File: config.mk
export PLATFORM = sky130hd
export DESIGN_NAME = led_chaser_seq
export DESIGN_NICKNAME = d
export VERILOG_FILES = /design/src/rtl/led_chaser_seq.sv
export SDC_FILE = /design/constraint.sdc
export NUM_CORES = 1
export LEC_CHECK = 0
export ABC_CLOCK_PERIOD_IN_PS = 2100
export BUFFER_PORTS_ARGS = -buffer_cell sky130_fd_sc_hd__buf_2
export CAP_MARGIN = 20
export CORE_ASPECT_RATIO = 1.5
export CORE_MARGIN = 10
export CORE_UTILIZATION = 40
export CTS_BUF_LIST = sky130_fd_sc_hd__clkbuf_4 sky130_fd_sc_hd__clkbuf_8
export DETAILED_ROUTE_END_ITERATION = 6
export MAX_ROUTING_LAYER = met4
export PLACE_DENSITY = 0.66
export SYNTH_ARGS = -nofsm -noshare
export SYNTH_HDL_FRONTEND = slang
export SYNTH_SLANG_ARGS = --single-unit
File: constraint.sdc
create_clock -name clk -period 2.1 [get_ports clk]
set_input_delay 0.42 -clock clk [delete_from_list [all_inputs] [get_ports clk]]
set_output_delay 0.42 -clock clk [all_outputs]
set_load 0.02 [all_outputs]
File: src/rtl/led_chaser_seq.sv
// ============================================================================
// Module   : led_chaser_seq
// Purpose  : Running-light sequencer feeding a one-hot LED decoder (index +
//            enable code). Optional idle blink via macro LED_CHASER_BLINK_EN.
// Revision : 1.0  initial release
// ============================================================================
`default_nettype none

module led_chaser_seq #(
    parameter int          DIV_W = 4,
    parameter int unsigned DIV   = 3
) (
    input  logic       clk,
    input  logic       rst_n,
    input  logic       run,
    input  logic       dir,
    input  logic       mode,
    input  logic       load,
    input  logic [2:0] load_pos,
    output logic [2:0] switch,
    output logic [2:0] enable,
    output logic       tick,
    output logic       wrap
);

    typedef enum logic [1:0] {
        IDLE     = 2'd0,
        RUN_UP   = 2'd1,
        RUN_DOWN = 2'd2
    } state_t;

    localparam logic [DIV_W-1:0] C_DIV    = DIV[DIV_W-1:0];
    localparam logic [2:0]       C_EN_LIT = 3'd4;
    localparam logic [2:0]       C_EN_OFF = 3'd0;

    state_t             state_q, state_d;
    logic [2:0]         pos_q, pos_d;
    logic [DIV_W-1:0]   div_cnt_q, div_cnt_d;
    logic               tick_q, tick_d;
    logic               wrap_q, wrap_d;
    logic [2:0]         enable_q, enable_d;
    logic               w_term;
    logic               w_go_down;
    logic               w_idle_hold;
`ifdef LED_CHASER_BLINK_EN
    logic               blink_q, blink_d;
`endif

    always_comb begin
        state_d     = state_q;
        pos_d       = pos_q;
        wrap_d      = 1'b0;
        w_go_down   = 1'b0;
        w_term      = (div_cnt_q == C_DIV);
        div_cnt_d   = w_term ? '0 : div_cnt_q + 1'b1;
        tick_d      = w_term;

        if (load) begin
            // Load restarts the prescaler so the next step is a full period away.
            pos_d     = load_pos;
            div_cnt_d = '0;
            tick_d    = 1'b0;
        end else begin
            case (state_q)
                IDLE: begin
                    if (run) begin
                        state_d = dir ? RUN_DOWN : RUN_UP;
                    end
                end
                RUN_UP, RUN_DOWN: begin
                    if (!run) begin
                        state_d = IDLE;
                    end else begin
                        w_go_down = mode ? (state_q == RUN_DOWN) : dir;
                        state_d   = w_go_down ? RUN_DOWN : RUN_UP;
                        if (w_term) begin
                            wrap_d = w_go_down ? (pos_q == 3'd0) : (pos_q == 3'd7);
                            pos_d  = w_go_down ? pos_q - 3'd1 : pos_q + 3'd1;
                            // Bounce reflects off the end instead of wrapping around.
                            if (wrap_d && mode) begin
                                pos_d   = w_go_down ? 3'd1 : 3'd6;
                                state_d = w_go_down ? RUN_UP : RUN_DOWN;
                            end
                        end
                    end
                end
                default: state_d = IDLE;
            endcase
        end

        w_idle_hold = (state_q == IDLE) && (state_d == IDLE);
`ifdef LED_CHASER_BLINK_EN
        blink_d  = w_idle_hold ? (blink_q ^ tick_d) : 1'b0;
        enable_d = ((state_d != IDLE) || blink_d) ? C_EN_LIT : C_EN_OFF;
`else
        enable_d = (state_d != IDLE) ? C_EN_LIT : C_EN_OFF;
`endif
    end

    always_ff @(posedge clk or negedge rst_n) begin
        if (!rst_n) begin
            state_q   <= IDLE;
            pos_q     <= 3'd0;
            div_cnt_q <= '0;
            tick_q    <= 1'b0;
            wrap_q    <= 1'b0;
            enable_q  <= C_EN_OFF;
`ifdef LED_CHASER_BLINK_EN
            blink_q   <= 1'b0;
`endif
        end else begin
            state_q   <= state_d;
            pos_q     <= pos_d;
            div_cnt_q <= div_cnt_d;
            tick_q    <= tick_d;
            wrap_q    <= wrap_d;
            enable_q  <= enable_d;
`ifdef LED_CHASER_BLINK_EN
            blink_q   <= blink_d;
`endif
        end
    end

    assign switch = pos_q;
    assign enable = enable_q;
    assign tick   = tick_q;
    assign wrap   = wrap_q;

endmodule

`default_nettype wire

==> out/qor.txt, run 1 <==
status: completed
DR DRC count: 0
post-route setup TNS: 0 ns
Setup WS pre-CTS: 0.0813 ns
Congestion Overflow GR: 0
Startpoint Class: flip-flop
worst-path fanout max: 5
post-synthesis mux area share: 2.37%
hold crit path type: input port to flip-flop
largest family of logic cells by synthesized area: simple AND/OR/NAND/NOR gates
Max Fclk: 494 MHz
antenna violations before repair: 0
Fillers: 192
total leakage power: 0.485 nW
Total GRT Usage: 9.67%
minimum clock period: 2.02 ns
diode count: 0
core area: 2030 µm²
Ports: 17
final setup margin: 0.0757 ns
Synth Cell Area: 846 µm²
clock root cell: clkbuf_4
most frequent cells in the layout: buf_2 (14), dfrtp_1 (12), buf_4 (8)
Power Density: 912 nW/µm²
crit path launch: state_q[0]$_DFF_PN0_
layout cells sized above 1: 30.9%
Antenna Nets Post-Route: 0
Layout area overhead: 23.8%
die width: 57.5 µm
post-synthesis compound-gate area fraction: 18.8%
WP data required: 2.30 ns
Initial Util: 41.7%
post-synthesis xor/xnor area fraction: 4.73%
final hold slack: 0.332 ns
vias per cell: 5.61
clk slew on worst S/H paths: 0.08 ns
Hold Startpoint: load_pos[1]
Seq/Total Area, Yosys: 35.5%
GP Congestion: 0.760
count of cell types in the netlist: 40
CTS tree: done
max-slew violation count: 0
Final Core Density: 51.7%
router iterations before antenna repair: 4
synth warn: 0
global-route wire length before repair: 3330 µm
Post-Synth Adder-Cell Area: 8.28%
initial DRC count: 39
worst flop-to-flop path startpoint: state_q[0]$_DFF_PN0_
HPWL Detailed: 1520 µm
endpoints failing setup: 0
peak supply drop: 0.000535 V
syn_area_per_cell: 9.61 µm²
Final Cycle Share: 96.4%
Most used DFF post-synth: dfrtp_1
WL/cell: 14.8 µm
die height: 76.3 µm
largest net degree at the start of global routing: 20
Arr. time, crit path: 2.23 ns
Final Hold Fails: 0
Longest Clk Path Bufs: 2
final setup skew: 0.00492 ns
Vias: 740
Skew-Pair Late Insertion Delay: 0.29 ns
routed wire length: 1950 µm
Die ar.: 4390 µm²
H-Tree Depth: 1
area share of and/or/nand/nor cells after synthesis: 23.7%
Clock Sinks: 12
CP Class: flip-flop to flip-flop
Async SR Flop Fraction: 100%
site row count: 20
Syn Inst Count: 88
number of I/O port buffers: 14
critical path capture point type: flip-flop
CTS buffer count: 3
Max-cap violations: 0
most common cell after layout, fill and taps aside: buf_2
Layout Nets: 125
flops & latches, synth: 12
vias in the first global route: 765
Post-synth EDFFs: 0
Final Power: 0.955 mW
[area by class of cell]
| class | instances | area [µm²] | share of cell area [%] |
|---|---|---|---|
| flip-flops and latches | 12 | 300 | 28.7 |
| inverters | 4 | 15.0 | 1.43 |
| well taps | 22 | 27.5 | 2.63 |
| clock buffers | 4 | 36.3 | 3.46 |
| repair buffers | 23 | 140 | 13.4 |
| multi-input cells | 67 | 528 | 50.4 |
[worst max-delay path: stages, from the launching register on]
cell      delay (ns)
dfrtp_1         0.37
inv_2           0.06
ha_4            0.16
mux2i_2         0.16
inv_1           0.08
fa_2            0.39
and3b_1         0.19
o21bai_1        0.16
a41oi_2         0.13
o31ai_1         0.23
[where the power goes]
group / internal, mW / switching [mW]
registers: 0.269 / 0.0286
clock network: 0.106 / 0.0884
logic: 0.225 / 0.239
[routing by layer]
metal	wire length, µm	vias to the layer above	part of all wire, %	GRT usage [%]
li1	-	361	-	-
met1	765	351	39	9.36
met2	1010	23	51	15.7
met3	108	5	5.5	2.17
met4	74	0	3.8	7.78
met5	0	-	0	-
[cells in the mapped netlist (all sizes together) (2+ instances only)]
cell	n	area, µm²
dfrtp	12	300
o21ai	7	35.0
buf	6	37.5
nor2b	5	31.3
ha	4	50.1
inv	4	15.0
nand2	3	11.3
nand2b	3	18.8
nand3	3	15.0
nor2	3	11.3
nor3	3	15.0
nor3b	3	27.5
a21oi	2	10.0
mux2i	2	20.0
nand3b	2	15.0
o21bai	2	15.0
o31ai	2	15.0
xor2	2	17.5
[cells by family (layout without fill, tap and decap cells)]
| logic type | count (synthesis) | count (layout) |
|---|---|---|
| mux | 2 | 2 |
| fa+ha+maj | 5 | 5 |
| compound gates | 23 | 23 |
| xor+xnor | 3 | 3 |
| buf+inv | 10 | 31 |
| other cells | 1 | 2 |
| simple gates | 32 | 32 |
| flops | 12 | 12 |
[metrics by stage]
stage | area (µm²) | std cells
floorplan | 855 | 89
global placement | 967 | 126
detailed placement | 967 | 126
CTS | 1010 | 131
global route | 1050 | 132
finish | 1050 | 132
[state kept, by name (all words and copies together) (netlist names)]
signal / count
div_cnt_q: 4
enable: 1
state_q: 2
switch: 3
tick: 1
wrap: 1
[path summary, 6_finish.rpt]
path | to | slack, ns | cells after the start
max | switch[2]$_DFFE_PN0P_ | 0.08 | 9
min | switch[1]$_DFFE_PN0P_ | 0.33 | 3
max reg2reg | switch[2]$_DFFE_PN0P_ | 0.08 | 9
min reg2reg | div_cnt_q[0]$_DFF_PN0_ | 0.48 | 1
max in group asynchronous | div_cnt_q[3]$_DFF_PN0_ | 1.35 | 2
min in group asynchronous | div_cnt_q[0]$_DFF_PN0_ | 0.53 | 2
[timing repair]
action | CTS | global route
endpoints found under the hold margin | 5 | 0
hold buffers | 1 | 0
setup endpoints to repair | 0 | 1
resized for setup | 0 | 5
buffers inserted | 0 | 1
Power figures use the tool's default switching activity.
==> inputs of run 2 (changes only) <==
CORE_UTILIZATION = 30   (was 40)
PLACE_DENSITY = 0.53   (was 0.66)
==> run 2 against run 1 <==
Effect of this change: global-route usage decreased by 1.3 points; cell count increased by 11%; worst hold slack got worse by 0.28 ns; setup slack improved by 0.0033 ns; sequential cell count unchanged; sequential share of layout area decreased by 0.80 points; non-clock buffer count unchanged; largest cell class unchanged.
==> out/qor.txt, run 2 (synthesis gave the netlist of run 1 again) <==
critical path capture point type: flip-flop
core area: 2680 µm² (+32%)
Final Hold Fails: 0 (unchanged)
sequential share of power: 29.1% (-2.0 points)
Die ar.: 5390 µm² (+23%)
Ports: 17 (unchanged)
cts-stage hold buffer count: 0 (-1)
vias in the first global route: 748 (-2.2%)
Layout area overhead: 27.4%
Skew-Pair Late Insertion Delay: 0.24 ns (-0.05 ns)
max reg flops: 4 (unchanged)
sequential cell area: 300 µm² (unchanged)
Int Power: 0.662 mW (+11%)
peak supply drop: 0.000303 V (-43%)
Max Fclk: 495 MHz (+0.16%)
antenna violations before repair: 0 (unchanged)
site row count: 23 (+15%)
CTS tree: done
routed wire length: 2120 µm (+8.5%)
vias per cell: 5.07 (-9.5%)
Initial Util: 31.6% (-10 points)
unrepaired setup endpoints after global routing: yes
Layout Nets: 125 (unchanged)
Fillers: 288 (+50%)
Most flops, register: div_cnt_q
max-slew violation count: 0 (unchanged)
Final Core Density: 40.3% (-11 points)
initial DRC count: 22 (-44%)
DR DRC count: 0 (unchanged)
Arr. time, crit path: 2.13 ns (-0.10 ns)
die height: 85.0 µm (+11%)
Crit path max-delay family: adder cells
area of the multi-input gates: 523 µm² (-0.95%)
WP data required: 2.21 ns (-0.09 ns)
most frequent cells in the layout: buf_2 (14), dfrtp_1 (12), buf_4 (9)
worst-path cell chain: inv_2 > ha_4 > mux2i_2 > inv_1 > fa_2 > or3_1 > a41oi_2 > o31ai_1
CP bufs+invs: 2 (unchanged)
Final Cycle Share: 96.2% (-0.16 points)
clock group share of total power: 24.4% (+4.1 points)
endpoints failing setup: 0 (unchanged)
hold crit path type: input port to async pin
HPWL Detailed: 1600 µm (+5.7%)
WL/cell: 14.4 µm (-2.6%)
Startpoint Class: flip-flop
P_sw: 0.361 mW (+1.5%)
Antenna Nets Post-Route: 0 (unchanged)
combinational power share: 46.5% (-2.0 points)
GP Congestion: 0.862 (+13%)
minimum clock period: 2.02 ns (-0.00329 ns)
clk slew on worst S/H paths: 0.05 ns (-0.03 ns)
peak per-stage delay on the critical path: 0.39 ns (about the same)
Net Sw Frac: 35.3% (-2.0 points)
final setup skew: 0.00146 ns (-0.00346 ns)
worst-path fanout max: 5 (unchanged)
number of I/O port buffers: 14 (unchanged)
Power Density: 950 nW/µm² (+4.2%)
die width: 63.4 µm (+10%)
placed instance area: 986 µm² (+1.9%)
most common cell after layout, fill and taps aside: buf_2
global-route wire length before repair: 3590 µm (+7.7%)
Vias: 746 (+0.81%)
clock root cell: clkbuf_8
CTS buffer count: 3 (unchanged)
largest net degree at the start of global routing: 20 (unchanged)
Max-cap violations: 0 (unchanged)
final instance area: 1080 µm² (+2.9%)
Total GRT Usage: 8.39% (-1.3 points)
diode count: 0 (unchanged)
router iterations before antenna repair: 3 (-1)
CP Class: flip-flop to flip-flop
status: completed
Congestion Overflow GR: 0 (unchanged)
H-Tree Depth: 1 (unchanged)
Clock Sinks: 12 (unchanged)
Longest Clk Path Bufs: 2 (unchanged)
total leakage power: 0.493 nW (+1.7%)
critical path's slowest cell: fa_2
layout cells sized above 1: 30.9% (unchanged)
[run 2: worst register-to-register path, delay by kind of cell, from the launching register on]
family          cells  cell delay [ns]
simple gates        1             0.39
fa+ha+maj           2             0.55
flops               1             0.36
compound gates      2             0.28
buf+inv             2             0.14
mux                 1             0.15
[run 2: final timing paths]
check	depth (start not counted)	from	endpoint	slack, ns
hold reg to reg	1	div_cnt_q[0]$_DFF_PN0_	div_cnt_q[0]$_DFF_PN0_	0.47
setup / recovery	8	state_q[0]$_DFF_PN0_	switch[2]$_DFFE_PN0P_	0.08
max in group asynchronous	1	rst_n	switch[2]$_DFFE_PN0P_	1.84
min in group clk	3	load_pos[1]	switch[1]$_DFFE_PN0P_	0.39
hold / removal	1	rst_n	enable[2]$_DFF_PN0_	0.05
setup reg to reg	8	state_q[0]$_DFF_PN0_	switch[2]$_DFFE_PN0P_	0.08
[run 2: metal layers]
metal	wire, µm	global-route usage, %
met5	0	-
met4	69	7.39
met2	1020	12.7
met1	959	9.39
met3	68	1.18
[run 2: cell type report]
cell class / instances / area share, %
sequential: 12 / 27.9
inverter: 4 / 1.39
timing repair buffer: 23 / 12.8
clock buffer: 4 / 5.11
multi-input combinational: 67 / 48.5
tap: 37 / 4.30
[run 2: power by group through the flow]
stage | logic (mW) | clock network (mW) | registers, mW
5_1_grt | 0.525 | 0.267 | 0.303
2_1_floorplan | 0.263 | 0 | 0.326
3_3_place_gp | 0.426 | 0 | 0.297
4_1_cts | 0.434 | 0.259 | 0.294
6_report | 0.476 | 0.249 | 0.298
3_5_place_dp | 0.432 | 0 | 0.297
[run 2: repair_timing]
item	in CTS	in global routing
setup buffers	0	2
resized for setup	0	4
setup endpoints to repair	0	1
[run 2: metrics by stage]
step	hold WS (ns)	TNS [ns]	std cells	power [mW]	worst slack, ns
after CTS	0.0516	0	145	0.986	0.0470
final	0.0466	0	147	1.02	0.0790
after floorplan	0.124	0	89	0.589	0.0112
after global placement	0.317	0	141	0.723	0.0996
after detailed placement	0.309	0	141	0.730	0.0737
after global routing	0.0632	-0.0417	147	1.09	-0.0417
==> inputs of run 3 (changes only) <==
==> constraint.sdc (replaced) <==
create_clock -name clk -period 2.1 [get_ports clk]
set_input_delay 0.105 -clock clk [delete_from_list [all_inputs] [get_ports clk]]
set_output_delay 0.105 -clock clk [all_outputs]
set_load 0.02 [all_outputs]
==> run 3 against run 2 <==
Effect of this change: clock-buffer cell count stayed put; sequential share of layout area is essentially flat; sequential power fell by 1%; non-clock buffer count did not move; sequential cell count unchanged; final area shrank 0.12%; setup slack worse by 0.0079 ns; routed wire length decreased by 6.0%; die area unchanged; cell count is the same; register-to-register slack hardly changed; power is 2.0% lower; critical endpoint unchanged; highest routed layer unchanged.
==> out/qor.txt, run 3 (synthesis gave the netlist of run 1 again) <==
DR DRC count: 0 (unchanged)
Final Core Density: 40.2% (-0.047 points)
Longest Clk Path Bufs: 2 (unchanged)
Final Hold Fails: 0 (unchanged)
total leakage power: 0.492 nW (-0.18%)
Hold Startpoint: load_pos[1]
sequential cell area: 300 µm² (unchanged)
DP Cell Count: 140 (-0.71%)
hold crit path type: input port to flip-flop
Total GRT Usage: 7.73% (-0.66 points)
Clock Sinks: 12 (unchanged)
Net Sw Frac: 34.6% (-0.68 points)
Skew-Pair Late Insertion Delay: 0.24 ns (about the same)
M3 GR Usage: 1.32% (+0.13 points)
H-Tree Depth: 1 (unchanged)
CP bufs+invs: 1 (-1)
reg-to-reg endpoint: switch[2]$_DFFE_PN0P_
Die ar.: 5390 µm² (unchanged)
final setup margin: 0.0711 ns (-0.00792 ns)
core area: 2680 µm² (unchanged)
clk slew on worst S/H paths: 0.05 ns (about the same)
peak supply drop: 0.000327 V (+8.2%)
final instance area: 1080 µm² (-0.12%)
Initial Util: 31.6% (unchanged)
Max-cap violations: 0 (unchanged)
worst hold path endpoint: switch[1]$_DFFE_PN0P_
site row count: 23 (unchanged)
P_sw: 0.347 mW (-3.9%)
Final Cycle Share: 96.6% (+0.38 points)
Cells on Worst Hold Path: 3
clock root cell: clkbuf_8
critical path capture point type: flip-flop
busiest grt layer: met2
CP Class: flip-flop to flip-flop
Layout Nets: 125 (unchanged)
Fillers: 277 (-3.8%)
Startpoint Class: flip-flop
max-slew violation count: 0 (unchanged)
antenna violations before repair: 0 (unchanged)
Congestion Overflow GR: 0 (unchanged)
met1 GRT Util: 8.48% (-0.92 points)
endpoints failing setup: 0 (unchanged)
Layout area overhead: 27.2%
met2 Use GR: 12.4% (-0.28 points)
combinational power share: 45.8% (-0.7 points)
worst flop-to-flop path startpoint: state_q[1]$_DFF_PN0_
router iterations before antenna repair: 4 (+1)
layout cells sized above 1: 30.9% (unchanged)
Non-Filler Instances: 147 (unchanged)
WP data required: 2.22 ns (about the same)
clock group share of total power: 24.8% (+0.4 points)
unrepaired setup endpoints after global routing: yes
WL/cell: 13.6 µm (-6.0%)
global-route wire length before repair: 3240 µm (-9.6%)
Most flops, register: div_cnt_q
Antenna Nets Post-Route: 0 (unchanged)
Crit path max-delay family: adder cells
most frequent cells in the layout: buf_2 (14), dfrtp_1 (12), buf_4 (8)
sequential share of power: 29.3% (+0.2 points)
CTS tree: done
area of the multi-input gates: 519 µm² (-0.72%)
final hold slack: 0.0738 ns (+0.0271 ns)
initial DRC count: 19 (-14%)
Ports: 17 (unchanged)
peak per-stage delay on the critical path: 0.40 ns (about the same)
minimum clock period: 2.03 ns (+0.00792 ns)
max reg flops: 4 (unchanged)
die width: 63.4 µm (unchanged)
diode count: 0 (unchanged)
R2R depth: 7 (-1)
vias in the first global route: 676 (-9.6%)
GP Congestion: 0.856 (-0.74%)
Vias: 730 (-2.1%)
largest net degree at the start of global routing: 20 (unchanged)
critical path's slowest cell: fa_2
die height: 85.0 µm (unchanged)
CTS buffer count: 3 (unchanged)
final setup skew: 0.00262 ns (+0.00116 ns)
Int Power: 0.656 mW (-0.96%)
HPWL Detailed: 1540 µm (-3.9%)
Setup WS pre-CTS: 0.0940 ns (+0.0202 ns)
Crit. path cell count: 7 (-1)
Power Density: 932 nW/µm² (-1.9%)
most common cell after layout, fill and taps aside: buf_2
routed wire length: 1990 µm (-6.0%)
reg-to-reg slack, setup: 0.07 ns (about the same)
Max Fclk: 493 MHz (-0.39%)
crit path launch: state_q[1]$_DFF_PN0_
number of I/O port buffers: 14 (unchanged)
worst-path fanout max: 5 (unchanged)
worst-path cell chain: ha_2 > mux2i_2 > inv_1 > fa_2 > or3_1 > a41oi_2 > o31ai_1
placed instance area: 978 µm² (-0.76%)
vias per cell: 4.97 (-2.1%)
status: completed
Arr. time, crit path: 2.14 ns (about the same)
==> run 3: cell types whose count changed in the layout (fill, tap and decap cells not counted), sizes merged <==
cell         delta
dlygate4sd3     +1
buf             -1
==> run 3: final cells by class <==
type                       count  area share [%]
tap                           37            4.30
inverter                       4            1.40
clock buffer                   4            5.12
timing repair buffer          23            13.0
sequential                    12            27.9
multi-input combinational     67            48.3
==> run 3: power groups by stage <==
stage                     logic [mW]  registers, mW  clock network [mW]
after floorplan                0.263          0.326                   0
after global placement         0.422          0.296                   0
after detailed placement       0.428          0.297                   0
after CTS                      0.431          0.293               0.257
after global routing           0.518          0.299               0.271
final                          0.459          0.294               0.249
==> run 3: how the worst max path moves through the flow <==
| stage | endpoint | slack (ns) |
|---|---|---|
| after global routing | switch[2]$_DFFE_PN0P_ | -0.04 |
| after CTS | switch[2]$_DFFE_PN0P_ | 0.08 |
| after detailed placement | switch[2]$_DFFE_PN0P_ | 0.09 |
| final | switch[2]$_DFFE_PN0P_ | 0.07 |
| after floorplan | switch[2]$_DFFE_PN0P_ | 0.01 |
| after global placement | switch[2]$_DFFE_PN0P_ | 0.13 |
==> run 3: metal layers <==
metal  part of all wire [%]  vias to the layer above
met4                    2.9                        0
met3                    2.9                        5
li1                       -                      359
met2                     49                       14
met1                     45                      352
met5                      0                        -
==> run 3: worst reg2reg max path: stages (launching register included) <==
cell     delay [ns]
dfrtp_1        0.38
ha_2           0.20
mux2i_2        0.17
inv_1          0.08
fa_2           0.40
or3_1          0.39
a41oi_2        0.20
o31ai_1        0.09
==> run 3: what timing repair did <==
item,4_1_cts,5_1_grt
hold buffers,1,0
setup buffers,0,2
gates resized for setup,0,4
endpoints found under the setup margin,0,2
hold endpoints to repair,12,0
==> run 3: metrics by stage <==
step	TNS, ns	total power [mW]
2_1_floorplan	0	0.589
3_3_place_gp	0	0.718
3_5_place_dp	0	0.725
4_1_cts	0	0.980
5_1_grt	-0.0410	1.09
6_report	0	1.00
